$ cat config.mk
export PLATFORM = sky130hd
export DESIGN_NAME = fetch_stage_flat
export DESIGN_NICKNAME = d
export VERILOG_FILES = /design/src/rtl/fetch_stage_if.sv /design/src/rtl/fetch_stage.sv /design/src/flat_wrapper.sv
export SDC_FILE = /design/constraint.sdc
export NUM_CORES = 1
export LEC_CHECK = 0
export BUFFER_PORTS_ARGS = -buffer_cell sky130_fd_sc_hd__buf_2
export CORE_MARGIN = 3
export CORE_UTILIZATION = 50
export CTS_BUF_LIST = sky130_fd_sc_hd__clkbuf_4 sky130_fd_sc_hd__clkbuf_8
export CTS_CLUSTER_DIAMETER = 80
export DETAILED_ROUTE_END_ITERATION = 8
export HOLD_SLACK_MARGIN = 0.1
export PLACE_DENSITY = 0.89
export SLEW_MARGIN = 20
export SYNTH_ARGS = -nofsm -noshare
export SYNTH_HDL_FRONTEND = slang
export SYNTH_SLANG_ARGS = --single-unit
$ cat constraint.sdc
create_clock -name clk -period 4.78 [get_ports clk]
set_input_delay 0.239 -clock clk [delete_from_list [all_inputs] [get_ports clk]]
set_output_delay 0.239 -clock clk [all_outputs]
set_load 0.005 [all_outputs]
$ cat src/rtl/fetch_stage_if.sv
// fetch_stage_if: instruction-memory request/response bus between the IF stage and imem
interface fetch_stage_if;
   logic [31:0] imem_addr;
   logic [31:0] imem_rdata;
   logic        imem_ready;
   modport master(output imem_addr, input imem_rdata, imem_ready);
   modport slave(input imem_addr, output imem_rdata, imem_ready);
endinterface

$ cat src/rtl/fetch_stage.sv
// fetch_stage: MIPS IF stage owning the PC, the IF/ID register and a fetch-bubble counter
module fetch_stage #(
   parameter logic [31:0] RESET_PC  = 32'h0000_0000,
   parameter logic [31:0] NOP_INSTR = 32'h0000_0000,
   parameter int          CNT_W     = 16
) (
   input  logic               clk,
   input  logic               reset,
   input  logic               stall,
   input  logic [1:0]         id_pc_src,
   input  logic [31:0]        id_jr_target,
   input  logic               ex_branch_taken,
   input  logic [31:0]        ex_branch_target,
   fetch_stage_if.master      imem,
   output logic [31:0]        if_id_instr,
   output logic [31:0]        if_id_pc_plus4,
   output logic               if_id_valid,
   output logic               flush_id_ex,
   output logic [CNT_W-1:0]   bubble_cnt
);
   logic [31:0]      pc_q, pc_d, instr_q, instr_d, pc4_q, pc4_d, pc_plus4, jump_target;
   logic             valid_q, valid_d, jump, bubble, hold;
   logic [CNT_W-1:0] cnt_q, cnt_d;

   // Next-state selection: branch in EX beats stall, stall beats ID jump, jump beats imem wait
   always_comb begin
      pc_plus4    = pc_q + 32'd4;
      jump        = valid_q && id_pc_src[1];
      jump_target = id_pc_src[0] ? id_jr_target : {pc4_q[31:28], instr_q[25:0], 2'b00};
      hold        = !ex_branch_taken && stall;
      bubble      = ex_branch_taken || (!stall && (jump || !imem.imem_ready));
      pc_d        = ex_branch_taken ? ex_branch_target :
                    stall           ? pc_q :
                    jump            ? jump_target :
                    !imem.imem_ready ? pc_q : pc_plus4;
      instr_d     = hold ? instr_q : bubble ? NOP_INSTR : imem.imem_rdata;
      pc4_d       = hold ? pc4_q : bubble ? 32'h0 : pc_plus4;
      valid_d     = hold ? valid_q : !bubble;
      cnt_d       = (bubble && cnt_q != {CNT_W{1'b1}}) ? cnt_q + 1'b1 : cnt_q;
   end

   // PC, IF/ID and bubble counter registers with synchronous reset
   always_ff @(posedge clk) begin
      if (reset) begin
         pc_q    <= RESET_PC;
         instr_q <= NOP_INSTR;
         pc4_q   <= 32'h0;
         valid_q <= 1'b0;
         cnt_q   <= '0;
      end else begin
         pc_q    <= pc_d;
         instr_q <= instr_d;
         pc4_q   <= pc4_d;
         valid_q <= valid_d;
         cnt_q   <= cnt_d;
      end
   end

   assign imem.imem_addr = pc_q;
   assign if_id_instr    = instr_q;
   assign if_id_pc_plus4 = pc4_q;
   assign if_id_valid    = valid_q;
   assign bubble_cnt     = cnt_q;
   assign flush_id_ex    = ex_branch_taken;
endmodule

$ cat src/flat_wrapper.sv
// flat-port wrapper written by rule: the top's interface ports become plain ports
module fetch_stage_flat 
#(
   parameter logic [31:0] RESET_PC  = 32'h0000_0000,
   parameter logic [31:0] NOP_INSTR = 32'h0000_0000,
   parameter int          CNT_W     = 16
)
  (clk, reset, stall, id_pc_src, id_jr_target, ex_branch_taken, ex_branch_target, if_id_instr, if_id_pc_plus4, if_id_valid, flush_id_ex, bubble_cnt, imem_imem_addr, imem_imem_rdata, imem_imem_ready);
  fetch_stage_if imem_i ();
  input  logic clk;
  input  logic reset;
  input  logic stall;
  input  logic [1:0] id_pc_src;
  input  logic [31:0] id_jr_target;
  input  logic ex_branch_taken;
  input  logic [31:0] ex_branch_target;
  output logic [31:0] if_id_instr;
  output logic [31:0] if_id_pc_plus4;
  output logic if_id_valid;
  output logic flush_id_ex;
  output logic [CNT_W-1:0] bubble_cnt;
  output wire logic [$bits(imem_i.imem_addr)-1:0] imem_imem_addr;
  input wire logic [$bits(imem_i.imem_rdata)-1:0] imem_imem_rdata;
  input wire logic [$bits(imem_i.imem_ready)-1:0] imem_imem_ready;
  assign imem_imem_addr = imem_i.imem_addr;
  assign imem_i.imem_rdata = imem_imem_rdata;
  assign imem_i.imem_ready = imem_imem_ready;
  fetch_stage #(.RESET_PC(RESET_PC), .NOP_INSTR(NOP_INSTR), .CNT_W(CNT_W)) u_core (.clk(clk), .reset(reset), .stall(stall), .id_pc_src(id_pc_src), .id_jr_target(id_jr_target), .ex_branch_taken(ex_branch_taken), .ex_branch_target(ex_branch_target), .imem(imem_i), .if_id_instr(if_id_instr), .if_id_pc_plus4(if_id_pc_plus4), .if_id_valid(if_id_valid), .flush_id_ex(flush_id_ex), .bubble_cnt(bubble_cnt));
endmodule
==> results.toml, run 1 <==
[clock_tree]
cts_sinks = 113
cts_buffers = 17
post_cts_buffers = 0
htreeDepth = 4
clk_path_buf_depth = 2
cts_resized = 0
clkLatencyLatePin_ps = 430
clk_pin_slew_ps = 60
cts_tree = "built"
cts-root-buf = "clkbuf_8"

[yosys]
synth.distinct_cells = 59
synth_area_per_cell_um2 = 8.285
synth_area_leaders = "dfxtp_1 (39%), nor2_1 (6.5%), a22oi_1 (5.3%)"
yosysWarnings = 0
synth_seq_cells = 113
synthArstFlopShare_pct = 0
synth_nets = 811
yosys.area.top_type = "dfxtp_1"
synth_area_mm2 = 0.005849
synthFlopType = "dfxtp_1"
synth_edf_count = 0
ys_seq_area_share_pct = 38.67
syn_inst = 706
synth_top_area_share_pct = 38.67

[timing]
min_period_ps = 2267
rsz0062_at_grt = "no"
setup_ws_ps = 2513
finalMaxSlewViolations = 0
worstMarginPinSlew_ps = 1146
fmax_ghz = 0.4411
setup-violations-final = 0
fin_skew_ps = 7.367
slew-limit-headroom_pct = 23.57
final.setup.tns_ps = 0
finalCritPeriodShare_pct = 47.43
finalHoldViolCount = 0

[hold_path]
hp-start = "ex_branch_target[7]"
hold_end = "u_core.imem.imem_addr[7]$_SDFFE_PP0P_"
holdCritPathClass = "primary input to flop"
hold_depth = 3

[detailed_routing]
drt-initial-drc-count = 660
num_vias = 6410
wl_mm = 19.95
drtPass1Iterations = 6
vias_per_cell = 5.957
wl_per_cell_um = 18.54
ant_nets = 0
drc = 0

[global_routing]
antenna_found_initial = 0
grt_usage_pct = 30.07
grt_pass1_vias = 6158
grt_max_degree = 95
grt_first_pass_wirelength_mm = 31.37
grt-ovfl-total = 0

[layout]
seqCellArea_mm2 = 0.002262
fillerInstances = 916
final_layout_size_suffix_gt1_share_pct = 29.06
nets = 1030
area_growth_pct = 30.22
antenna_cells = 0
multi_input_area_mm2 = 0.003264

[power_and_ir_drop]
p_leak_nw = 3.278
powerDensity_mw_per_mm2 = 287.2
peakVddDrop_mv = 0.2580

[die]
coreArea_mm2 = 0.01113
die_h_um = 114.2
start_util_pct = 52.58
rows = 38
die_x_um = 114.2
num_io_pins = 217
dieArea_mm2 = 0.01303

[setup_path]
worstRegToRegCells = 7
startpoint_type = "flop"
critPathRequiredTime_ps = 5060
r2r-end = "u_core.bubble_cnt[5]$_SDFFE_PP0P_"
crit_path_end_kind = "flop"
ff2ff_setup_slack_ps = 2510
path_max_fanout = 6
crit_arrival_ps = 2540
path_class = "flop to flop"
critPathSlowestCell = "nor4_1"
slowest_delay_ps = 790
worstReg2RegStart = "u_core.bubble_cnt[0]$_SDFFE_PP0P_"
cpMostUsedCell = "nor4_1"
crit_path_cell_trace = "ha_1 > nand3_1 > nor4_1 > buf_4 > nor4_1 > xnor2_1 > nor2_1"

[place]
gp_congestion = 0.9473
place_ws_ps = 2474
dp_hpwl_mm = 13.54
portBuffers = 216

[outcome]
status = "completed"

[flow_run]
maxCapViolations = 0
-- stage by stage --
step | std cells | total power [mW] | area [µm²] | utilization, % | hold WS, ps
2_1_floorplan | 706 | 1.196 | 5849 | - | 388.4
3_3_place_gp | 1011 | 1.311 | 6894 | 61.97 | 428.8
3_5_place_dp | 1011 | 1.316 | 6894 | 61.97 | 438.7
4_1_cts | 1076 | 2.185 | 7617 | 68.47 | 100.1
5_1_grt | 1076 | 2.266 | 7617 | 68.47 | 134.5
6_report | 1076 | 2.188 | 7617 | 68.47 | 119.5
-- worst max-delay path by stage --
stage	startpoint	endpoint	cells after the start
3_5_place_dp	ex_branch_taken	u_core.imem.imem_addr[29]$_SDFFE_PP0P_	6
3_3_place_gp	ex_branch_taken	u_core.imem.imem_addr[29]$_SDFFE_PP0P_	6
6_report	u_core.bubble_cnt[0]$_SDFFE_PP0P_	u_core.bubble_cnt[5]$_SDFFE_PP0P_	7
4_1_cts	u_core.bubble_cnt[0]$_SDFFE_PP0P_	u_core.bubble_cnt[5]$_SDFFE_PP0P_	7
2_1_floorplan	u_core.imem.imem_addr[14]$_SDFFE_PP0P_	u_core.if_id_pc_plus4[28]$_SDFFE_PP0N_	7
5_1_grt	u_core.bubble_cnt[0]$_SDFFE_PP0P_	u_core.bubble_cnt[5]$_SDFFE_PP0P_	7
-- cells by family (layout without fill, tap and decap cells) --
logic type / count (synthesis) / count (layout) / share of synthesized area, %
xor+xnor: 42 / 42 / 6.289
fa+ha+maj: 2 / 2 / 0.4277
mux: 29 / 29 / 5.005
buf+inv: 74 / 304 / 5.797
compound gates: 179 / 179 / 20.45
simple gates: 267 / 267 / 23.36
flops: 113 / 113 / 38.67
-- power by group --
part	leakage, nW	switching [mW]	internal, mW	total (mW)
sequential	0.920	0.0525	0.975	1.03
clock	0.201	0.380	0.482	0.861
combinational	2.16	0.158	0.142	0.300
-- cells in the final DEF, fill, tap and decap left out, types with 4 or more instances in the layout --
cell and instances:
dfxtp_1 113, clkbuf_8 22, buf_4 7, nand2_1 46, dlygate4sd3_1 35, xor2_1 8
nor4_1 10, a22oi_1 41, nor3b_1 6, nor2_1 101, mux2i_1 27, buf_2 215
a21oi_1 40, nand2b_1 4, or3_1 6, o21ai_0 35, nor3_1 22, nand3_1 22
clkinv_2 5, nor2b_1 12, a221o_1 5, inv_1 17, a221oi_1 9, xnor2_1 34
nand4_1 14, a211oi_1 24
-- metal layers --
metal  vias to the layer above  part of all wire [%]  track usage, %
met4                         0                   3.4           12.98
met2                       384                    47           48.67
li1                       2984                     -               -
met5                         -                     0               0
met1                      2974                    39           37.31
met3                        68                    10           8.721
-- synthesized netlist by cell type (all sizes together) (15+ instances only) --
cell,n
dfxtp,113
nor2,101
nand2,46
a22oi,41
a21oi,40
clkbuf,40
o21ai,37
xnor2,34
mux2i,27
a211oi,24
nor3,24
nand3,22
buf,17
inv,17
nand4,17
nor4,15
-- critical path, delay by kind of cell, from the launching register on --
kind	cells	cell delay, ps
buf+inv	1	270
flops	1	410
fa+ha+maj	1	230
xor+xnor	1	180
simple gates	4	1030
-- final cells by class --
type / count / share of cell area [%]
Tap cell: 140 / 2.300
Clock inverter: 6 / 0.7227
Multi-Input combinational cell: 519 / 42.85
Inverter: 17 / 0.8377
Timing Repair Buffer: 257 / 19.42
Sequential cell: 113 / 29.70
Clock buffer: 24 / 4.172
-- sequential cells by signal (all words and copies together), names as in the netlist --
| name | flops |
|---|---|
| u_core.if_id_pc_plus4 | 32 |
| u_core.if_id_valid | 1 |
| u_core.if_id_instr | 32 |
| u_core.imem.imem_addr | 32 |
| u_core.bubble_cnt | 16 |
-- repair_timing --
| item | 4_1_cts | 5_1_grt |
|---|---|---|
| hold buffers | 35 | 0 |
| endpoints found under the hold margin | 35 | 0 |
| setup endpoints to repair | 0 | 0 |
(Power assumes the default switching activity.)
==> inputs of run 2 (changes only) <==
ABC_AREA = 1   (was unset)
clock period = 2.1 ns   (was 4.78 ns; I/O delays follow)
==> run 2 against run 1 <==
Effect of this change:
- hold slack improved by 7.1 ps
- design area increased by 6.0%
- cell count rose by 24%
- combinational power grew to 3.1 times the previous value
- core utilization is 1.7 points higher
- total power grew to 2.6 times the previous value
- clock power rose to 2.6 times the previous value
- non-clock buffer count rose by 28
- via count increased by 18%
- die area up 1.1%
- sequential share of layout area decreased by 1.7 points
- worst setup slack got worse by 2400 ps
- highest routed layer unchanged
==> results.toml, run 2 <==
[global_routing]
grt_pass1_vias = 6937
grt_max_degree = 86
antenna_found_initial = 2
grt_first_pass_wirelength_mm = 35.75
grt-ovfl-total = 0
grt_usage_pct = 34.16

[setup_path]
crit_path_end_kind = "flop"
startpoint_type = "flop"
worstReg2RegStart = "u_core.if_id_valid$_SDFFE_PP0N_"
crit_arrival_ps = 2290
ff2ff_setup_slack_ps = 120
worstRegToRegCells = 7
crit_end = "u_core.imem.imem_addr[5]$_SDFFE_PP0P_"
critPathRequiredTime_ps = 2410
path_max_fanout = 25
setup.worst_path.start = "u_core.if_id_valid$_SDFFE_PP0N_"
r2r-end = "u_core.imem.imem_addr[5]$_SDFFE_PP0P_"
path_class = "flop to flop"

[detailed_routing]
num_vias = 7540
wl_met1_mm = 8.674
wl_mm = 23.45
drc = 0
route.met3.wl_mm = 2.731
drt-initial-drc-count = 998
wl_per_cell_um = 17.60
ant_nets = 0
maxUsedRoutingLayer = "met4"
drtPass1Iterations = 9
vias_per_cell = 5.661
met2RoutedLength_mm = 10.90

[layout]
seqCellArea_mm2 = 0.002262
final_util_pct = 70.13
area_growth_pct = 36.44
final_cell_mix = "nand2_1 (342), buf_2 (216), dfxtp_1 (113), a21oi_1 (108), nor2_1 (81)"
final_layout_size_suffix_gt1_share_pct = 23.82
final_common_cell = "nand2_1"
fillerInstances = 918
nets = 1281
multi_input_area_mm2 = 0.003266

[timing]
finalCritPeriodShare_pct = 94.30
finalHoldViolCount = 0
min_period_ps = 1980
slew-limit-headroom_pct = 37.13
fin_skew_ps = 12.96
final.setup.tns_ps = 0
worstMarginPinSlew_ps = 943.1
rsz0062_at_grt = "no"
setup-violations-final = 0
fmax_ghz = 0.5050
finalMaxSlewViolations = 0

[place]
portBuffers = 216
dp_hpwl_mm = 14.76
gp_congestion = 0.9795

[clock_tree]
cts_tree = "built"
htreeDepth = 4
post_cts_buffers = 0
cts-root-buf = "clkbuf_8"
clkLatencyLatePin_ps = 440
clk_pin_slew_ps = 80
clk_path_buf_depth = 2
cts_sinks = 113
cts_buffers = 17

[yosys]
synth_seq_cells = 113
synthArstFlopShare_pct = 0
synth_edf_count = 0
synth_area_per_cell_um2 = 6.413
synth_nets = 1028
synth_area_leaders = "dfxtp_1 (38%), nand2_1 (22%), a21oi_1 (9.1%)"
ys_seq_area_share_pct = 38.22
yosysMostFrequentCell = "nand2_1"
synth_top_area_share_pct = 38.22
yosysWarnings = 0
synth_area_mm2 = 0.005919
netlist_top_cells_count = "nand2_1 (342), dfxtp_1 (113), a21oi_1 (108), nor2_1 (83), o21ai_0 (53)"
yosys.area.top_type = "dfxtp_1"
synth.distinct_cells = 37
syn_inst = 923
synthFlopType = "dfxtp_1"

[power_and_ir_drop]
peakVddDrop_mv = 0.5455
p_leak_nw = 3.534
powerDensity_mw_per_mm2 = 692.2

[hold_path]
holdCritPathClass = "primary input to flop"

[die]
dieArea_mm2 = 0.01318
start_util_pct = 51.40
die_h_um = 114.8
num_io_pins = 217
rows = 39
coreArea_mm2 = 0.01152
die_x_um = 114.8

[outcome]
status = "completed"

[flow_run]
maxCapViolations = 0
run 2: cell count changes after synthesis, moves of 14 or more:
cell	change
o21ai_0	+18
mux2i_1	-26
a21oi_1	+68
nor3_1	-14
a22oi_1	-40
nand2_1	+296
nor2_1	-18
nand3_1	+26
a211oi_1	-24
a31oi_1	+14
xnor2_1	-28
inv_1	+23
run 2: worst min path at each step:
stage | startpoint | endpoint | cells past startpoint
after floorplan | imem_imem_rdata[28] | u_core.if_id_instr[28]$_SDFFE_PP0N_ | 2
after global placement | imem_imem_rdata[30] | u_core.if_id_instr[30]$_SDFFE_PP0N_ | 3
after detailed placement | imem_imem_rdata[3] | u_core.if_id_instr[3]$_SDFFE_PP0N_ | 3
after CTS | ex_branch_target[14] | u_core.imem.imem_addr[14]$_SDFFE_PP0P_ | 5
after global routing | id_jr_target[10] | u_core.imem.imem_addr[10]$_SDFFE_PP0P_ | 5
final | ex_branch_target[14] | u_core.imem.imem_addr[14]$_SDFFE_PP0P_ | 5
run 2: area by class of cell:
type	instances	area share [%]
diodes	1	0.03098
clock buffers	20	3.176
clock inverters	11	2.014
inverters	45	2.091
multi-input cells	714	40.43
flip-flops and latches	113	28.01
well taps	143	2.215
repair buffers	285	22.03
run 2: repair_timing:
action | CTS | global route
endpoints found under the hold margin | 46 | 0
resized for setup | 0 | 1
hold buffers | 57 | 0
endpoints found under the setup margin | 0 | 3
run 2: logic make-up (layout without fill, tap and decap cells):
group	count (synthesis)	after routing	synth area share, %
multiplexers	1	1	0.1691
other	0	1	0
AO/OA/AOI/OAI	190	190	17.18
XOR/XNOR	16	16	2.367
AND/OR/NAND/NOR	505	505	34.69
adder cells (fa/ha/maj)	2	2	0.4227
buffers and inverters	96	361	6.954
flip-flops	113	113	38.22
run 2: power breakdown:
part / switching (mW) / internal (mW)
sequential: 0.138 / 2.26
combinational: 0.541 / 0.394
clock: 0.939 / 1.32
run 2: layer usage:
| layer | up-vias | GRT usage, % |
|---|---|---|
| li1 | 3501 | - |
| met1 | 3373 | 41.89 |
| met2 | 544 | 54.60 |
| met3 | 122 | 10.05 |
| met4 | 0 | 17.61 |
| met5 | - | 0 |
run 2: critical path, stage by stage (launching register included):
cell	delay, ps
dfxtp_1	360
nand2_1	170
nor2_4	220
buf_12	200
nand3_1	130
o221ai_1	120
dlygate4sd3_1	590
a21oi_1	60
run 2: per-stage QoR:
stage,power [mW],cell area [µm²],hold WS (ps),cells,worst slack [ps]
2_1_floorplan,2.861,5919,247.9,923,521.9
6_report,5.591,8077,126.6,1332,119.8
3_5_place_dp,3.228,7079,360.0,1243,401.4
5_1_grt,5.769,8077,118.6,1332,37.84
3_3_place_gp,3.213,7079,354.7,1243,376.5
4_1_cts,5.511,8069,103.7,1331,127.9
